## src/rtl/gf2mz_pkg.sv

```systemverilog
// Shared types and elaboration helpers for the GF(2^m)[z] coefficient memory readers.
package gf2mz_pkg;
  localparam int GF_N = 189;
  localparam int GF_M = 83;
  localparam int GF_D = 5;

  typedef enum logic [1:0] {IDLE, FILL, STREAM} state_t;

  function automatic int clog2(input int v);
    int r;
    r = 0;
    while ((1 << r) < v) r++;
    return r;
  endfunction

  function automatic int words(input int n, input int d);
    return (n + d - 1) / d;
  endfunction

  // Counter/address width that never collapses to zero bits.
  function automatic int aw_of(input int v);
    return (v > 1) ? clog2(v) : 1;
  endfunction

  // MSB of slot s in a packed word; slot 0 sits at the top of the word.
  function automatic int slot_msb(input int width, input int m, input int s);
    return width - 1 - s * m;
  endfunction
endpackage

```

## src/rtl/gf2mz_word_buf.sv

```systemverilog
// Shift buffer plus one-word prefetch; presents the current slot and refills
// from prefetch (or straight from the memory read port) when a word drains.
module gf2mz_word_buf
  import gf2mz_pkg::*;
#(
  parameter int M     = GF_M,
  parameter int D     = GF_D,
  parameter int WIDTH = M * D
) (
  input  logic             clk,
  input  logic             rst,
  input  logic             flush,
  input  logic             accept,
  input  logic             rd_arrive,
  input  logic [WIDTH-1:0] rd_data,
  output logic [M-1:0]     slot,
  output logic             sh_valid,
  output logic             pf_empty_nxt
);
  localparam int SW  = aw_of(D);
  localparam int TOP = slot_msb(WIDTH, M, 0);

  logic [WIDTH-1:0] sh_q, sh_d, pf_q, pf_d;
  logic             sh_v_d, pf_v_q, pf_v_d, need;
  logic [SW-1:0]    cnt_q, cnt_d;

  assign need         = !sh_valid || (accept && cnt_q == SW'(D - 1));
  assign slot         = sh_q[TOP -: M];
  assign pf_empty_nxt = !pf_v_d;

  always_comb begin
    sh_d   = sh_q;
    pf_d   = pf_q;
    sh_v_d = sh_valid;
    pf_v_d = pf_v_q;
    cnt_d  = cnt_q;
    if (flush) begin
      sh_v_d = 1'b0;
      pf_v_d = 1'b0;
      cnt_d  = '0;
    end else if (need) begin
      cnt_d = '0;
      if (pf_v_q) begin
        sh_d   = pf_q;
        sh_v_d = 1'b1;
        pf_v_d = rd_arrive;
        if (rd_arrive) pf_d = rd_data;
      end else if (rd_arrive) begin
        // bypass: word lands in the shift buffer the cycle it returns
        sh_d   = rd_data;
        sh_v_d = 1'b1;
      end else begin
        sh_v_d = 1'b0;
      end
    end else begin
      if (accept) begin
        sh_d  = sh_q << M;
        cnt_d = cnt_q + 1'b1;
      end
      if (rd_arrive) begin
        pf_d   = rd_data;
        pf_v_d = 1'b1;
      end
    end
  end

  always_ff @(posedge clk or posedge rst) begin
    if (rst) begin
      sh_q     <= '0;
      pf_q     <= '0;
      sh_valid <= 1'b0;
      pf_v_q   <= 1'b0;
      cnt_q    <= '0;
    end else begin
      sh_q     <= sh_d;
      pf_q     <= pf_d;
      sh_valid <= sh_v_d;
      pf_v_q   <= pf_v_d;
      cnt_q    <= cnt_d;
    end
  end
endmodule

```

## src/rtl/gf2mz_unload.sv

```systemverilog
// Streams N packed GF(2^m) coefficients out of the C memory in ascending degree
// over valid/ready, keeping at most one read in flight.
module gf2mz_unload
  import gf2mz_pkg::*;
#(
  parameter int N     = GF_N,
  parameter int M     = GF_M,
  parameter int D     = GF_D,
  parameter int WIDTH = M * D,
  parameter int DEPTH = words(N, D),
  parameter int AW    = aw_of(DEPTH),
  parameter int IW    = aw_of(N)
) (
  input  logic             clk,
  input  logic             rst,
  input  logic             start,
  output logic             busy,
  output logic             done,
  output logic             mem_en,
  output logic [AW-1:0]    mem_addr,
  input  logic [WIDTH-1:0] mem_rd_data,
  output logic             coef_valid,
  input  logic             coef_ready,
  output logic [M-1:0]     coef_data,
  output logic [IW-1:0]    coef_idx,
  output logic             coef_last
);
  localparam logic [AW:0]   NWORDS = (AW + 1)'(DEPTH);
  localparam logic [IW-1:0] LAST_I = IW'(N - 1);

  state_t      state;
  logic        rd_arrive, hs, final_hs, sh_valid, pf_empty_nxt, issue;
  logic [AW:0] word_cnt;
  logic [M-1:0] slot;

  gf2mz_word_buf #(.M(M), .D(D), .WIDTH(WIDTH)) u_buf (
    .clk          (clk),
    .rst          (rst),
    .flush        (final_hs),
    .accept       (hs),
    .rd_arrive    (rd_arrive),
    .rd_data      (mem_rd_data),
    .slot         (slot),
    .sh_valid     (sh_valid),
    .pf_empty_nxt (pf_empty_nxt)
  );

  assign busy       = (state != IDLE);
  assign coef_valid = sh_valid;
  assign coef_data  = sh_valid ? slot : '0;
  assign coef_last  = sh_valid && (coef_idx == LAST_I);
  assign hs         = coef_valid && coef_ready;
  assign final_hs   = hs && (coef_idx == LAST_I);

  // mem_en is registered, so decide one cycle ahead: the prefetch must be empty
  // next cycle and nothing may arrive then (mem_en now would arrive then).
  assign issue = busy && !final_hs && !mem_en && pf_empty_nxt &&
                 (word_cnt < NWORDS) && (state == STREAM || rd_arrive);

  always_ff @(posedge clk or posedge rst) begin
    if (rst) begin
      state     <= IDLE;
      done      <= 1'b0;
      mem_en    <= 1'b0;
      mem_addr  <= '0;
      word_cnt  <= '0;
      coef_idx  <= '0;
      rd_arrive <= 1'b0;
    end else begin
      done      <= final_hs;
      rd_arrive <= mem_en;
      mem_en    <= 1'b0;
      case (state)
        IDLE: if (start) begin
          state    <= FILL;
          mem_en   <= 1'b1;
          mem_addr <= '0;
          word_cnt <= {{AW{1'b0}}, 1'b1};
          coef_idx <= '0;
        end
        FILL:    if (rd_arrive) state <= STREAM;
        STREAM:  if (final_hs) state <= IDLE;
        default: state <= IDLE;
      endcase
      if (issue) begin
        mem_en   <= 1'b1;
        mem_addr <= word_cnt[AW-1:0];
        word_cnt <= word_cnt + 1'b1;
      end
      if (hs && !final_hs) coef_idx <= coef_idx + 1'b1;
    end
  end
endmodule

```

## config.mk

```make
export PLATFORM = sky130hd
export DESIGN_NAME = gf2mz_unload
export DESIGN_NICKNAME = d
export VERILOG_FILES = /design/src/rtl/gf2mz_pkg.sv /design/src/rtl/gf2mz_word_buf.sv /design/src/rtl/gf2mz_unload.sv
export SDC_FILE = /design/constraint.sdc
export NUM_CORES = 2
export LEC_CHECK = 0
export CELL_PAD_IN_SITES_DETAIL_PLACEMENT = 2
export CELL_PAD_IN_SITES_GLOBAL_PLACEMENT = 2
export CORE_MARGIN = 8
export CORE_UTILIZATION = 38
export CTS_CLUSTER_DIAMETER = 30
export CTS_CLUSTER_SIZE = 20
export DETAILED_ROUTE_END_ITERATION = 12
export GPL_ROUTABILITY_DRIVEN = 0
export GPL_TIMING_DRIVEN = 0
export HOLD_SLACK_MARGIN = 0.12
export PLACE_DENSITY = 0.81
export SYNTH_ARGS = -nofsm -noshare
export SYNTH_HDL_FRONTEND = slang
export SYNTH_SLANG_ARGS = --single-unit
```

## constraint.sdc

```tcl
create_clock -name clk -period 35 [get_ports clk]
set_input_delay 3.5 -clock clk [delete_from_list [all_inputs] [get_ports clk]]
set_output_delay 3.5 -clock clk [all_outputs]
set_load 0.05 [all_outputs]
```

==> PnR_summary.wiki <==
{| class="wikitable"
! Metric !! Value
|-
| Met3 wire length || 10.7 mm
|-
| Area growth from synthesis to layout || 37.2%
|-
| Total power || 0.00571 W
|-
| Final Hold Viols || 0
|-
| Number of top-level pins || around 520
|-
| Drt total wl || 193 mm
|-
| Endpoint required time on the critical path || around 32 ns
|-
| Number of clock sinks || roughly 860
|-
| All-Layer GR Usage || 0.309
|-
| Area of the placeable core || between 0.1 and 0.15 mm²
|-
| Number of distinct library cell variants in the gate-level netlist after synthesis || 45
|-
| Starting density of the core || 0.383
|-
| Worst vdd ir || roughly 0.056 mV
|-
| Worst hold endpoint || u_buf.pf_q[369]
|-
| Drt first pass iters || 5
|-
| Clock share of power || 0.395
|-
| Clock latency reported for the late side of the worst-skew pair || around 0.85 ns
|-
| Via count of the first global-routing pass || between 30000 and 40000
|-
| Wirelength per Cell || ~33 µm
|-
| Post-synthesis sequential element count || between 800 and 900
|-
| Highest net fanout along the worst path || 10
|-
| Worst Hold Launch || u_buf.pf_q[369]
|-
| Post-Syn Instances || approximately 3400
|-
| Hold Path Depth || 1
|-
| Sequential share of the synthesized area || 0.516
|-
| Logic depth of the worst register-to-register path || 10
|-
| Vertical die dimension || ~350 µm
|-
| CTS tree || done
|-
| Width of the die || around 350 µm
|-
| Highest routing layer actually used || met5
|-
| Ys flop type || sky130_fd_sc_hd__dfrtp_1
|-
| Critical register-to-register path endpoint || u_buf.sh_q[256]
|-
| Setup CP Type || register to output pin
|-
| Fin crit share || 0.242
|-
| Synth warnings || 0
|-
| Initial antenna violation count || 88
|-
| Design internal power || between 0.003 and 0.004 W
|-
| Number of vias per cell after detailed routing || 5.65
|-
| Final max-slew violation count || 0
|-
| Clock Pin Slew Worst Setup and Hold Paths || approximately 0.04 ns
|-
| Share of total power consumed by net switching || 0.355
|-
| Worst reg-to-reg setup slack || ~31 ns
|-
| Design area || ~0.057 mm²
|-
| Static leakage || 27.3 nW
|-
| Mapped Nets || 3840
|-
| Worst-case headroom to the max-slew limit || 0.0352
|-
| Smallest hold slack || between 0.4 and 0.5 ns
|-
| Average cell area after synthesis || around 12 µm²
|-
| Result of the run || finished, final reports clean
|-
| Total die area || roughly 0.12 mm²
|-
| 1st-iter DRT viols || roughly 1900
|-
| Vias after detailed routing || between 30000 and 40000
|-
| Number of setup violations in the final report || 0
|-
| Number of fillers in the final layout || approximately 10000
|-
| Highest attainable clock frequency || between 100 and 150 MHz
|-
| Source of the critical timing path || u_buf.sh_valid
|-
| Setup repair after global routing missed its margin || no
|-
| Core utilization of the finished layout || 0.526
|-
| Crit path top cell by count || sky130_fd_sc_hd__clkbuf_1
|-
| Number of nets in the layout || 4600
|-
| Startpoint types || register
|-
| Startpoint of the worst-slack reg-to-reg timing path || u_buf.cnt_q[1]
|-
| Placement row count || approximately 120
|-
| Number of enable-type register cells in the synthesized netlist || 0
|-
| Share of async-settable or async-resettable flops after synthesis || 1.00
|-
| Post-CTS Hold Fix Bufs || 0
|-
| Count of buffers added by post-CTS timing repair for setup || 0
|-
| DRT antenna net count || 0
|-
| Master cell of the clock root buffer || sky130_fd_sc_hd__clkbuf_16
|-
| IO Port Bufs || 520
|-
| Post-detailed-route DRC marker count || 0
|-
| Worst endpoint data arrival time || roughly 5.0 ns
|-
| Critical path's slowest cell || sky130_fd_sc_hd__clkdlybuf4s50_1
|-
| # Max-Cap Violations || 0
|-
| Share of final-layout standard cells stronger than drive strength 1 || 0.231
|-
| H-Tree Level Count || 4
|-
| Buffer depth of the longest clock path || 3
|-
| Detailed-placement wirelength estimate || 118 mm
|-
| Met2 wire length || a little under 100 mm
|-
| GR Overflow Total || 0
|-
| Maximum number of pins on one net before global-route repair || approximately 120
|-
| Type of the most critical hold path || register to register
|-
| Post-Place Cell Area || between 0.04 and 0.05 mm²
|-
| TritonCTS Buffers || between 200 and 250
|-
| Final setup skew || 0.0817 ns
|-
| Time the final worst path needs with I/O delays and setup || 8.48 ns
|-
| Netlist Area Pre-Place || roughly 0.042 mm²
|-
| Slowest Stage Delay on Critical Path || 0.93 ns
|-
| CP endpoint kind || output pin
|-
| Switching Power || roughly 0.0020 W
|-
| Worst Max-Slew Pin Slew || 1.45 ns
|-
| Final cell count without fillers || roughly 5800
|-
| Cell chain of the critical path || buf_2 > clkbuf_1 > clkbuf_1 > clkbuf_1 > and2_1 > clkdlybuf4s50_1
|-
| Wire length of the first global-routing pass || ~280 mm
|-
| Number of placed cells counting well taps || 5357
|-
| Pwr per Cell Area || 99.7 mW/mm²
|-
| Combinational Power Share || 0.310
|-
| Post-CTS resize count || 0
|-
| Met1 Routed Length || 76.0 mm
|-
| Portion of total power attributed to sequential cells || 0.295
|}
[layer usage]
layer	vias to the layer above	GRT usage
li1	13900	-
met1	17500	0.365
met2	1141	0.527
met3	460	0.0676
met4	28	0.166
met5	-	0
[synth_stat cells, drive strengths merged, types with 2 or more instances]
master	count	area, µm²
o21ai	260	1300
and3	6	37.5
dfrtp	861	21500
a221o	3	30.0
nand2	16	60.1
xor2	3	26.3
a21oi	168	845
clkbuf	124	465
inv	94	353
nand4	6	37.5
ha	5	62.6
a21o	3	22.5
nor2	91	342
nor3	5	25.0
and2	87	544
mux2i	509	5090
a22o	2	17.5
o2111ai	2	17.5
nand3	258	1300
mux2	749	8430
buf	148	1060
[how the worst max path moves through the flow]
stage / cells after the start / to
6_report: 6 / coef_data[75]
5_1_grt: 6 / coef_data[2]
4_1_cts: 6 / coef_data[75]
3_5_place_dp: 6 / coef_data[75]
3_3_place_gp: 2 / u_buf.pf_q[55]
2_1_floorplan: 1 / coef_idx[0]
[flip-flops by register name, indices dropped and copies added (netlist names)]
signal / flops
coef_idx: 8
mem_addr: 6
done: 1
u_buf.sh_valid: 1
u_buf.pf_q: 415
u_buf.cnt_q: 3
word_cnt: 7
state: 2
u_buf.sh_q: 415
u_buf.pf_v_q: 1
mem_en: 1
rd_arrive: 1
[cells by family after synthesis]
group	synth area share
compound gates	0.0557
fa+ha+maj	0.00150
flops	0.516
buf+inv	0.0450
simple gates	0.0576
xor+xnor	0.000629
mux	0.324
[power by group through the flow]
| stage | Clock [W] | Combinational (W) | Sequential [W] |
|---|---|---|---|
| finish | 0.00226 | 0.00177 | 0.00168 |
| global route | 0.00232 | 0.00187 | 0.00171 |
| CTS | 0.00228 | 0.00177 | 0.00167 |
| detailed placement | 0 | 0.00165 | 0.00163 |
| global placement | 0 | 0.00157 | 0.00160 |
| floorplan | 0 | 0.00115 | 0.00155 |
[critical path, delay by kind of cell, from the launching register on]
kind	cells	cell delay, ns
flops	1	0.34
simple gates	1	0.23
buf+inv	5	3.59
[layout by cell type (no fill, tap or decap), types with 11 or more instances in the layout]
| cell type | n |
|---|---|
| sky130_fd_sc_hd__clkdlybuf4s50_1 | 520 |
| sky130_fd_sc_hd__mux2i_1 | 509 |
| sky130_fd_sc_hd__o21ai_0 | 260 |
| sky130_fd_sc_hd__nor2_1 | 91 |
| sky130_fd_sc_hd__clkbuf_8 | 49 |
| sky130_fd_sc_hd__mux2_1 | 302 |
| sky130_fd_sc_hd__clkbuf_1 | 148 |
| sky130_fd_sc_hd__diode_2 | 55 |
| sky130_fd_sc_hd__buf_6 | 27 |
| sky130_fd_sc_hd__mux2_2 | 447 |
| sky130_fd_sc_hd__and2_1 | 87 |
| sky130_fd_sc_hd__inv_6 | 17 |
| sky130_fd_sc_hd__nand3_1 | 256 |
| sky130_fd_sc_hd__inv_1 | 93 |
| sky130_fd_sc_hd__a21oi_1 | 167 |
| sky130_fd_sc_hd__nand2_1 | 16 |
| sky130_fd_sc_hd__dfrtp_1 | 861 |
| sky130_fd_sc_hd__buf_8 | 11 |
| sky130_fd_sc_hd__clkinv_2 | 43 |
| sky130_fd_sc_hd__clkinvlp_4 | 19 |
| sky130_fd_sc_hd__bufinv_16 | 29 |
| sky130_fd_sc_hd__buf_2 | 96 |
| sky130_fd_sc_hd__clkbuf_16 | 233 |
[metrics by stage]
stage                      TNS, ns  setup slack [ns]
after floorplan                  0              7.31
after global placement    -4066.24             -4.92
after detailed placement         0             27.39
after CTS                        0             26.47
after global routing             0             26.43
final                            0             26.52
[cell type report]
type,count,area (µm²),share of cell area
tap,1414,1770,0.0309
clock buffer,307,6600,0.115
clock inverter,122,1630,0.0285
antenna,55,138,0.00240
timing repair buffer,527,5400,0.0942
multi-input combinational,2189,18400,0.320
sequential,861,21500,0.376
inverter,94,360,0.00629
buffer,272,1530,0.0267
Power figures use the tool's default switching activity.
